==> config.mk <==
export PLATFORM = sky130hd
export DESIGN_NAME = camerax_sweep_gen
export DESIGN_NICKNAME = d
export VERILOG_FILES = /design/src/rtl/camerax_sweep_gen.sv
export SDC_FILE = /design/constraint.sdc
export NUM_CORES = 1
export LEC_CHECK = 0
export BUFFER_PORTS_ARGS = -buffer_cell sky130_fd_sc_hd__buf_2
export CAP_MARGIN = 30
export CORE_MARGIN = 1
export CORE_UTILIZATION = 50
export DETAILED_ROUTE_END_ITERATION = 16
export GPL_TIMING_DRIVEN = 1
export PLACE_DENSITY = 0.73
export SLEW_MARGIN = 10
export SYNTH_ARGS = -nofsm -noshare
export SYNTH_HDL_FRONTEND = slang
export SYNTH_SLANG_ARGS = --single-unit
export TNS_END_PERCENT = 30
==> constraint.sdc <==
create_clock -name clk -period 1.9 [get_ports clk]
set_input_delay 0.095 -clock clk [delete_from_list [all_inputs] [get_ports clk]]
set_output_delay 0.095 -clock clk [all_outputs]
set_load 0.02 [all_outputs]
==> src/rtl/camerax_sweep_gen.sv <==
// Streams one camera-plane X coordinate per screen column. The values come from an
// exact quotient/remainder accumulator, so there is no lookup table and no divider.
module camerax_sweep_gen #(
    parameter int SCREEN_W = 320,
    parameter int FRAC_W   = 8,
    parameter int DATA_W   = 16,
    parameter int COL_W    = 9
) (
    input  logic              clk,
    input  logic              rst_n,
    input  logic              start,
    output logic              busy,
    output logic              out_valid,
    input  logic              out_ready,
    output logic [COL_W-1:0]  out_col,
    output logic [DATA_W-1:0] out_camerax,
    output logic              out_last
);
    // q spans [-2^FRAC_W, 2^FRAC_W). The remainder needs one extra bit to hold r + STEP_R.
    localparam int Q_W       = FRAC_W + 2;
    localparam int R_W       = $clog2(SCREEN_W) + 1;
    localparam int STEP_Q_I  = (2 ** (FRAC_W + 1)) / SCREEN_W;
    localparam int STEP_R_I  = (2 ** (FRAC_W + 1)) % SCREEN_W;

    localparam logic signed [Q_W-1:0] STEP_Q = Q_W'(STEP_Q_I);
    localparam logic signed [Q_W-1:0] Q_INIT = Q_W'(-(2 ** FRAC_W));
    localparam logic [R_W-1:0]        STEP_R = R_W'(STEP_R_I);
    localparam logic [R_W-1:0]        SW_R   = R_W'(SCREEN_W);
    localparam logic [COL_W-1:0]      LAST_X = COL_W'(SCREEN_W - 1);

    typedef enum logic {IDLE, RUN} state_t;
    state_t state, state_d;

    logic [COL_W-1:0]      x_q;
    logic signed [Q_W-1:0] q_q;
    logic [R_W-1:0]        r_q, r_sum;
    logic                  last_q, advance, wrap;

    always_ff @(posedge clk or negedge rst_n) begin
        if (!rst_n) state <= IDLE;
        else        state <= state_d;
    end

    // A start pulse takes priority over a transfer and always re-enters RUN at column 0.
    always_comb begin
        state_d = state;
        case (state)
            IDLE: if (start) state_d = RUN;
            RUN:  if (!start && out_ready && last_q) state_d = IDLE;
            default: state_d = IDLE;
        endcase
    end

    always_comb begin
        out_valid = (state == RUN);
        busy      = (state == RUN);
    end

    assign advance = (state == RUN) && out_ready && !start && !last_q;
    assign r_sum   = r_q + STEP_R;
    assign wrap    = (r_sum >= SW_R);

    always_ff @(posedge clk or negedge rst_n) begin
        if (!rst_n) begin
            x_q    <= '0;
            q_q    <= '0;
            r_q    <= '0;
            last_q <= 1'b0;
        end else if (start) begin
            x_q    <= '0;
            q_q    <= Q_INIT;
            r_q    <= '0;
            last_q <= 1'b0;
        end else if (advance) begin
            x_q    <= x_q + COL_W'(1);
            last_q <= (x_q + COL_W'(1) == LAST_X);
            if (wrap) begin
                r_q <= r_sum - SW_R;
                q_q <= q_q + STEP_Q + Q_W'(1);
            end else begin
                r_q <= r_sum;
                q_q <= q_q + STEP_Q;
            end
        end
    end

    assign out_col     = x_q;
    assign out_last    = last_q;
    assign out_camerax = DATA_W'(q_q);

endmodule

==> results of run 1 <==
cell usage after synthesis, types with 4 or more instances:
library cell	instances
xor2_1	4
dfrtp_1	25
nand2_1	23
buf_4	9
xnor2_1	13
nand4_1	6
nor2_1	22
nor3_1	5
buf_6	4
ha_1	8
inv_1	8
a21oi_1	13
nand3_1	10
nor2b_1	4
cell families (layout without fill, tap and decap cells):
family                   count (synthesis)  count (layout)
AND/OR/NAND/NOR                         89              89
AO/OA/AOI/OAI                           43              43
buffers and inverters                   25              71
multiplexers                             2               2
adder cells (fa/ha/maj)                  8               8
XOR/XNOR                                17              17
flip-flops                              25              25
layer usage:
| layer | vias to the layer above | GRT usage (%) | wire (µm) |
|---|---|---|---|
| met5 | - | 0 | 0 |
| met1 | 786 | 29.0 | 1960 |
| li1 | 833 | - | - |
| met4 | 0 | 4.36 | 24 |
| met2 | 30 | 37.2 | 1920 |
| met3 | 2 | 2.76 | 97 |
flip-flops by register name, summed over array words and instances, names as in the netlist:
name and cells:
out_col 9, q_q 10, out_last 1, busy 1, r_q 4
area by class of cell:
type                    instances  area (µm²)  area share [%]
clock buffers                   3        22.5           0.997
repair buffers                 59         372            16.4
clock inverters                 1        7.51           0.332
inverters                       8        32.5            1.44
well taps                      46        57.6            2.55
multi-input cells             159        1140            50.5
flip-flops and latches         25         627            27.7
worst reg2reg max path, delay by kind of cell (launching register included):
kind | cells | cell delay [ps]
XOR/XNOR | 2 | 370
adder cells (fa/ha/maj) | 1 | 210
AND/OR/NAND/NOR | 2 | 220
AO/OA/AOI/OAI | 2 | 600
flip-flops | 1 | 440
power by group:
part	switching, µW	internal [µW]	total, µW
clock	163	80.2	243
combinational	792	755	1550
sequential	86.8	597	684
metrics by stage:
stage | std cells | utilization, % | power [µW] | setup slack [ps]
floorplan | 209 | - | 1480 | -62.6
global placement | 291 | 60.3 | 1870 | 33.4
detailed placement | 291 | 60.3 | 1900 | 4.70
CTS | 296 | 61.4 | 2150 | -1.88
global route | 301 | 66.2 | 2660 | -97.8
finish | 301 | 66.2 | 2470 | -41.0
cells in the final DEF, fill, tap and decap left out, types with 3 or more instances in the layout:
cell / instances
a211oi_1: 3
a21oi_1: 12
buf_2: 31
buf_4: 26
clkbuf_4: 3
dfrtp_1: 24
ha_1: 3
ha_4: 3
inv_1: 6
nand2_1: 23
nand3_1: 9
nand4_1: 6
nor2_1: 21
nor2b_1: 4
nor3_1: 3
o21ai_0: 3
xnor2_1: 13
xor2_1: 4
final timing paths:
check | from | to | slack, ps | cells after the start
setup / recovery | q_q[1] | q_q[9] | -40 | 7
hold / removal | out_ready | busy | 70 | 3
setup reg to reg | q_q[1] | q_q[9] | -40 | 7
hold reg to reg | busy | busy | 550 | 1
max in group asynchronous | rst_n | r_q[6] | 1210 | 2
min in group asynchronous | rst_n | q_q[1] | 280 | 2
what timing repair did:
action / in CTS / in global routing
hold endpoints to repair: 25 / 0
gates resized for setup: 0 / 27
endpoints found under the setup margin: 1 / 8
pin swaps: 1 / 7
cloned: 0 / 0
hold buffers: 1 / 0
setup buffers: 0 / 5
==> impl_metrics.env, run 1 <==
export IMPL_synth_flop_cell="dfrtp_1"
export IMPL_post_drt_wl_per_cell_um=13.3
export IMPL_synth_compound_area_share_pct=16.7
export IMPL_wl_mm=4.00
export IMPL_path_clk_slew_ps=140
export IMPL_synth_simple_area_share_pct=24.7
export IMPL_ys_seq_area_share_pct=34.5
export IMPL_hp_class="input pin to flop"
export IMPL_startpoint_type="flop"
export IMPL_syn_cell_area_um2=1810
export IMPL_grt_usage_pct=21.6
export IMPL_grt_pass1_wl_mm=6.82
export IMPL_fin_crit_sh_pct=102
export IMPL_cp_num_buf_inv=0
export IMPL_synth_xor_area_share_pct=8.22
export IMPL_die_w_um=62.2
export IMPL_setup_slack_ps=-41.0
export IMPL_cts_tree="built"
export IMPL_ant_nets=0
export IMPL_synth_area_leaders="dfrtp_1 (35%), xnor2_1 (6.3%), ha_1 (5.5%), nand2_1 (4.8%), nor2_1 (4.6%)"
export IMPL_avgSynthCellArea_um2=8.67
export IMPL_synth_top_family_by_area="simple AND/OR/NAND/NOR gates"
export IMPL_synthMuxAreaShare_pct=1.10
export IMPL_critPathTopFamily="compound AO/OA/AOI/OAI gates"
export IMPL_slew_headroom_pct=61.9
export IMPL_finalSetupViolations=2
export IMPL_cp_slowest_stage_delay_ps=440
export IMPL_drv_cap=0
export IMPL_slew_violations=0
export IMPL_grt_max_degree=28
export IMPL_cts_max_level=1
export IMPL_clkLatencyLatePin_ps=310
export IMPL_path_cells="ha_2 > xor2_1 > o211a_1 > nand4_1 > o41ai_2 > xnor2_1 > nand2b_1"
export IMPL_vias=1651
export IMPL_ys_seq_elements=25
export IMPL_hpwl_mm=2.83
export IMPL_vias_per_cell=5.49
export IMPL_fin_nets=268
export IMPL_ys_warn_count=0
export IMPL_initial_utilization_pct=53.0
export IMPL_endpoint_kind="flop"
export IMPL_die_y_um=62.2
export IMPL_syn_num_nets=221
export IMPL_coreArea_um2=3420
export IMPL_vdd_ir_drop_max_v=0.000455
export IMPL_cp_max_fo=4
export IMPL_synth_top_area_share_pct=34.5
export IMPL_finalHoldViolations=0
export IMPL_status="finished, violations left"
export IMPL_fin_area_um2=2260
export IMPL_root_buffer="clkbuf_4"
export IMPL_fill_cells=296
export IMPL_clock_tree_buffer_depth=2
export IMPL_fp_dieArea_um2=3870
export IMPL_power_density_nw_per_um2=1090
export IMPL_min_period_ps=1940
export IMPL_antenna_found_initial=0
export IMPL_drc_errors=0
export IMPL_synthCells=209
export IMPL_tightest_slew_ps=572
export IMPL_rows=21
export IMPL_synth_top_area_cell="dfrtp_1"
export IMPL_critical_path_required_ps=2120
export IMPL_skew_ps=3.91
export IMPL_syn2layout_area_growth_pct=24.7
export IMPL_setup_tns_final_ps=-41.7
export IMPL_drt_iter0_drc=71
export IMPL_hold_ws_ps=67.4
export IMPL_worstPathArrival_ps=2160
export IMPL_io_pins=32
export IMPL_layout_drive_gt1_share_pct=34.9
export IMPL_cts_sinks=25
export IMPL_grt_remaining_overflow=0
export IMPL_critPathSlowestCell="dfrtp_1"
export IMPL_violations="negative setup slack"
export IMPL_async_reset_ff_share_pct=100
export IMPL_portBuffers=31
export IMPL_postPlaceCellArea_um2=2060
export IMPL_p_leak_uw=0.000972
export IMPL_cts_buffers=3
export IMPL_synthAdderAreaFrac_pct=5.52
export IMPL_grt_pass1_vias=1505
export IMPL_place_gp_congestion=0.868
export IMPL_rsz0062_at_grt="true"
export IMPL_worstSetupPathType="flop to flop"
export IMPL_synth_cell_types=49
export IMPL_max_freq_mhz=515
export IMPL_firstDrtPassIters=4
export IMPL_synth_edff_count=0
export IMPL_diodes=0
No activity file was read; power rests on OpenSTA's default activity.
==> run 2, diff against run 1 <==
--- a/config.mk
+++ b/config.mk
@@ -12,6 +12,7 @@
 export DETAILED_ROUTE_END_ITERATION = 16
 export GPL_TIMING_DRIVEN = 1
 export PLACE_DENSITY = 0.73
+export SETUP_SLACK_MARGIN = 0.4
 export SLEW_MARGIN = 10
 export SYNTH_ARGS = -nofsm -noshare
 export SYNTH_HDL_FRONTEND = slang
==> run 2 against run 1 <==
  * The run still ends with negative setup slack left
  * Critical path depth up 2
  * Sequential power up 5.7%
  * First-iteration DRC count up 8.5%
  * Via count up 3.2%
  * Routed wire length up 12%
  * Global-route usage up 2.2 points
  * Clock-buffer cell count unchanged
  * Combinational power up 8%
  * Critical endpoint is now q_q[4]
==> impl_metrics.env, run 2 (same netlist as run 1, synthesis figures left out) <==
export IMPL_initial_utilization_pct=53.0
export IMPL_diodes=0
export IMPL_startpoint_type="flop"
export IMPL_place_gp_congestion=0.889
export IMPL_critPathSlowestCell="dfrtp_2"
export IMPL_status="finished, violations left"
export IMPL_path_cells="buf_6 > ha_4 > nand2b_4 > a21oi_4 > o2111a_2 > buf_6 > o22a_1 > xnor2_1 > nor2b_1"
export IMPL_violations="negative setup slack"
export IMPL_p_leak_uw=0.00101
export IMPL_root_buffer="clkbuf_4"
export IMPL_holdPathEnd="q_q[5]"
export IMPL_register_area_um2=632
export IMPL_path_clk_slew_ps=160
export IMPL_setup_slack_ps=-20.8
export IMPL_vias=1704
export IMPL_intPower_uw=1510
export IMPL_switching_share_pct=43.0
export IMPL_drt_iter0_drc=77
export IMPL_grt_pass1_wl_mm=7.47
export IMPL_r2r_slack_ps=-20
export IMPL_portBuffers=31
export IMPL_cts_max_level=1
export IMPL_cp_max_fo=6
export IMPL_vias_per_cell=5.57
export IMPL_hpwl_mm=3.16
export IMPL_min_delay_start="start"
export IMPL_cts_tree="built"
export IMPL_tightest_slew_ps=587
export IMPL_drv_cap=0
export IMPL_finalHoldViolations=0
export IMPL_min_period_ps=1920
export IMPL_grt_pass1_vias=1654
export IMPL_skew_ps=3.17
export IMPL_endpoint_kind="flop"
export IMPL_largest_register_ffs=10
export IMPL_drc_errors=0
export IMPL_slew_headroom_pct=60.9
export IMPL_clock_tree_buffer_depth=2
export IMPL_r2r_end="q_q[4]"
export IMPL_antenna_found_initial=0
export IMPL_max_freq_mhz=521
export IMPL_critical_path_required_ps=2180
export IMPL_grt_usage_pct=23.8
export IMPL_worstPathArrival_ps=2200
export IMPL_cts_buffers=3
export IMPL_fin_nets=273
export IMPL_firstDrtPassIters=4
export IMPL_clkPwrFrac_pct=10.1
export IMPL_comb_power_share_pct=62.7
export IMPL_coreArea_um2=3420
export IMPL_hp_class="input pin to flop"
export IMPL_pwr_share_seq_pct=27.2
export IMPL_grt_remaining_overflow=0
export IMPL_rsz0062_at_grt="true"
export IMPL_die_w_um=62.2
export IMPL_vdd_ir_drop_max_v=0.000721
export IMPL_slew_violations=0
export IMPL_ant_nets=0
export IMPL_path_common_cell="buf_6"
export IMPL_post_drt_wl_per_cell_um=14.7
export IMPL_ff2ff_path_depth=9
export IMPL_cts_sinks=25
export IMPL_rows=21
export IMPL_final_common_cell="buf_2"
export IMPL_pre_cts_slack_ps=-43.4
export IMPL_final_util_pct=70.3
export IMPL_clkLatencyLatePin_ps=330
export IMPL_grt_max_degree=26
export IMPL_r2r_start="r_q[7]"
export IMPL_fin_crit_sh_pct=101
export IMPL_finalSetupViolations=4
export IMPL_cp_slowest_stage_delay_ps=500
export IMPL_io_pins=32
export IMPL_die_y_um=62.2
export IMPL_layout_drive_gt1_share_pct=42.7
export IMPL_power_total_uw=2660
export IMPL_layout_common_cells="buf_2 (31), buf_4 (27), nand2_1 (21), dfrtp_1 (20), nor2_1 (19)"
export IMPL_fp_dieArea_um2=3870
export IMPL_worstSetupPathType="flop to flop"
export IMPL_syn2layout_area_growth_pct=32.6
export IMPL_multiInputGateArea_um2=1220
export IMPL_top_register="q_q"
export IMPL_hold_ws_ps=16.8
export IMPL_wl_mm=4.49
export IMPL_switching_power_uw=1140
export IMPL_holdPathStages=2
export IMPL_power_density_nw_per_um2=1110
export IMPL_fill_cells=277
-- run 2: critical path, delay by kind of cell, from the launching register on --
kind,cells,cell delay [ps]
AOI/OAI and AO/OA,3,570
and+or+nand+nor,2,280
adders and majority gates,1,150
DFF,1,500
xor gates and xnor gates,1,100
buffers and inverters,2,260
-- run 2: cell type report --
type                       count  area share [%]
tap                           46            2.40
multi-input combinational    159            50.8
clock buffer                   3           0.938
clock inverter                 1           0.365
timing repair buffer          64            17.7
sequential                    25            26.3
inverter                       8            1.56
-- run 2: per-layer routing --
metal  vias to the layer above  GRT usage, %  routed length [µm]
met1                       811          29.3                2000
li1                        838             -                   -
met3                         6          4.04                 170
met2                        49          42.3                2270
met4                         0          7.27                  56
met5                         -             0                   0
-- run 2: how the worst max path moves through the flow --
stage | startpoint | to | slack, ps | cells after the start
global placement | r_q[7] | q_q[9] | 10 | 8
floorplan | r_q[6] | r_q[9] | 10 | 7
CTS | r_q[7] | q_q[9] | 20 | 8
global route | r_q[7] | q_q[4] | -110 | 9
finish | r_q[7] | q_q[4] | -20 | 9
detailed placement | r_q[7] | q_q[9] | -40 | 8
-- run 2: through the flow --
stage	cells	cell area, µm²	TNS [ps]
finish	306	2400	-47.2
floorplan	209	1910	0
detailed placement	296	2190	-75.4
CTS	302	2280	0
global placement	296	2190	0
global route	306	2400	-494
-- run 2: timing repair --
item                                    CTS  global route
setup buffers                             1             4
hold buffers                              1             0
endpoints found under the setup margin   18            20
pin swaps                                10            26
gates resized for setup                   9            20
hold endpoints to repair                 25             0
-- run 2: power groups by stage --
stage | sequential [µW] | clock (µW) | combinational (µW)
finish | 723 | 269 | 1670
global placement | 725 | 0 | 1410
floorplan | 769 | 0 | 880
CTS | 717 | 270 | 1520
detailed placement | 726 | 0 | 1440
global route | 732 | 288 | 1790
==> run 3, diff against run 2 <==
==> constraint.sdc (replaced) <==
create_clock -name clk -period 1.9 [get_ports clk]
set_input_delay 0.095 -clock clk [delete_from_list [all_inputs] [get_ports clk]]
set_output_delay 0.095 -clock clk [all_outputs]
set_load 0.05 [all_outputs]
==> run 3 against run 2 <==
  * The flow now finishes without violations
  * Critical path depth shrank 1
  * Combinational power is essentially flat
  * Sequential share of layout area grew 1.4 points
  * Die area is the same
  * Utilization shrank 2.8 points
  * Cell area shrank 4.0%
==> impl_metrics.env, run 3 (same netlist as run 1, synthesis figures left out) <==
export IMPL_crit_start="r_q[7]"
export IMPL_min_period_ps=1890
export IMPL_ant_nets=0
export IMPL_status="finished, final reports clean"
export IMPL_fp_dieArea_um2=3870
export IMPL_cts_sinks=25
export IMPL_grt_pass1_vias=1657
export IMPL_power_total_uw=2620
export IMPL_max_freq_mhz=530
export IMPL_grt_pass1_wl_mm=7.49
export IMPL_diodes=0
export IMPL_syn2layout_area_growth_pct=27.3
export IMPL_cp_slowest_stage_delay_ps=460
export IMPL_grt_usage_pct=24.1
export IMPL_r2r_end="r_q[9]"
export IMPL_vias_per_cell=5.59
export IMPL_slew_violations=0
export IMPL_slew_headroom_pct=61.6
export IMPL_r2r_slack_ps=10
export IMPL_die_y_um=62.2
export IMPL_clock_tree_buffer_depth=2
export IMPL_cts_tree="built"
export IMPL_power_density_nw_per_um2=1140
export IMPL_portBuffers=31
export IMPL_hpwl_mm=2.97
export IMPL_endpoint_kind="flop"
export IMPL_r2r_start="r_q[7]"
export IMPL_top_register="q_q"
export IMPL_drt_iter0_drc=58
export IMPL_tightest_slew_ps=576
export IMPL_critPathSlowestCell="or4_1"
export IMPL_finalSetupViolations=0
export IMPL_path_cells="inv_1 > buf_4 > ha_4 > inv_4 > a21oi_4 > o2111a_2 > or4_1 > a31oi_1"
export IMPL_worstPathArrival_ps=2160
export IMPL_largest_register_ffs=10
export IMPL_grt_remaining_overflow=0
export IMPL_clkLatencyLatePin_ps=340
export IMPL_fin_cells=296
export IMPL_cp_max_fo=5
export IMPL_vdd_ir_drop_max_v=0.000607
export IMPL_finalHoldViolations=0
export IMPL_io_pins=32
export IMPL_fill_cells=279
export IMPL_hp_class="input pin to flop"
export IMPL_die_w_um=62.2
export IMPL_register_area_um2=639
export IMPL_fin_crit_sh_pct=99.2
export IMPL_multiInputGateArea_um2=1200
export IMPL_vias=1655
export IMPL_rows=21
export IMPL_layout_drive_gt1_share_pct=39.6
export IMPL_drc_errors=0
export IMPL_antenna_found_initial=0
export IMPL_rsz0062_at_grt="true"
export IMPL_place_gp_congestion=0.942
export IMPL_placed_cells=285
export IMPL_coreArea_um2=3420
export IMPL_final_common_cell="buf_2"
export IMPL_grt_max_degree=26
export IMPL_initial_utilization_pct=53.0
export IMPL_worstSetupPathType="flop to flop"
export IMPL_wl_mm=4.36
export IMPL_firstDrtPassIters=4
export IMPL_cts_buffers=3
export IMPL_setup_tns_final_ps=0
export IMPL_hold_ws_ps=33.3
export IMPL_crit_end="r_q[9]"
export IMPL_startpoint_type="flop"
export IMPL_layout_common_cells="buf_2 (31), nand2_1 (22), nor2_1 (21), buf_4 (19), dfrtp_1 (18)"
export IMPL_drv_cap=0
export IMPL_post_drt_wl_per_cell_um=14.7
export IMPL_path_clk_slew_ps=150
export IMPL_cts_max_level=1
export IMPL_critical_path_required_ps=2170
export IMPL_fin_nets=263
export IMPL_p_leak_uw=0.000947
export IMPL_ff2ff_path_depth=8
export IMPL_skew_ps=3.87
export IMPL_root_buffer="clkbuf_4"
[run 3: final cells by class]
cell class,count,share of cell area [%]
clock buffer,3,0.977
clock inverter,1,0.326
inverter,8,1.41
multi-input combinational,159,52.3
sequential,25,27.7
tap,46,2.50
timing repair buffer,54,14.8
[run 3: metrics by stage]
step           area, µm²  setup slack, ps  util [%]
4_1_cts             2220             11.8      65.0
6_report            2310             14.9      67.5
2_1_floorplan       1890             5.49         -
3_5_place_dp        2080             7.79      60.9
5_1_grt             2310            -58.9      67.5
3_3_place_gp        2080             26.2      60.9
[run 3: metal layers]
metal | wire length (µm) | global-route usage [%] | part of all wire (%)
met1 | 2020 | 30.4 | 46
met2 | 2170 | 41.2 | 50
met3 | 83 | 3.68 | 1.9
met4 | 89 | 9.88 | 2.0
met5 | 0 | 0 | 0
[run 3: report_power, final]
part / switching, µW / internal, µW
sequential: 100 / 611
clock: 184 / 80.8
combinational: 893 / 756
[run 3: repair_timing]
item,in CTS,in global routing
hold endpoints to repair,25,0
endpoints found under the setup margin,16,20
buffers inserted,4,2
hold buffers,1,0
pin swaps,6,18
gates resized for setup,12,16
gates cloned,0,0
[run 3: worst min-delay path by stage]
stage / from / end / slack, ps / cells after the start
2_1_floorplan: rst_n / busy / -200 / 0
3_3_place_gp: rst_n / q_q[2] / 130 / 1
3_5_place_dp: rst_n / r_q[9] / 130 / 1
4_1_cts: start / q_q[6] / 10 / 2
5_1_grt: start / q_q[6] / 40 / 2
6_report: out_ready / busy / 30 / 3
[run 3: critical path, delay by kind of cell (launching register included)]
family	cells	cell delay [ps]
AO/OA/AOI/OAI	3	500
adder cells (fa/ha/maj)	1	180
buffers and inverters	3	280
flip-flops	1	400
AND/OR/NAND/NOR	1	460
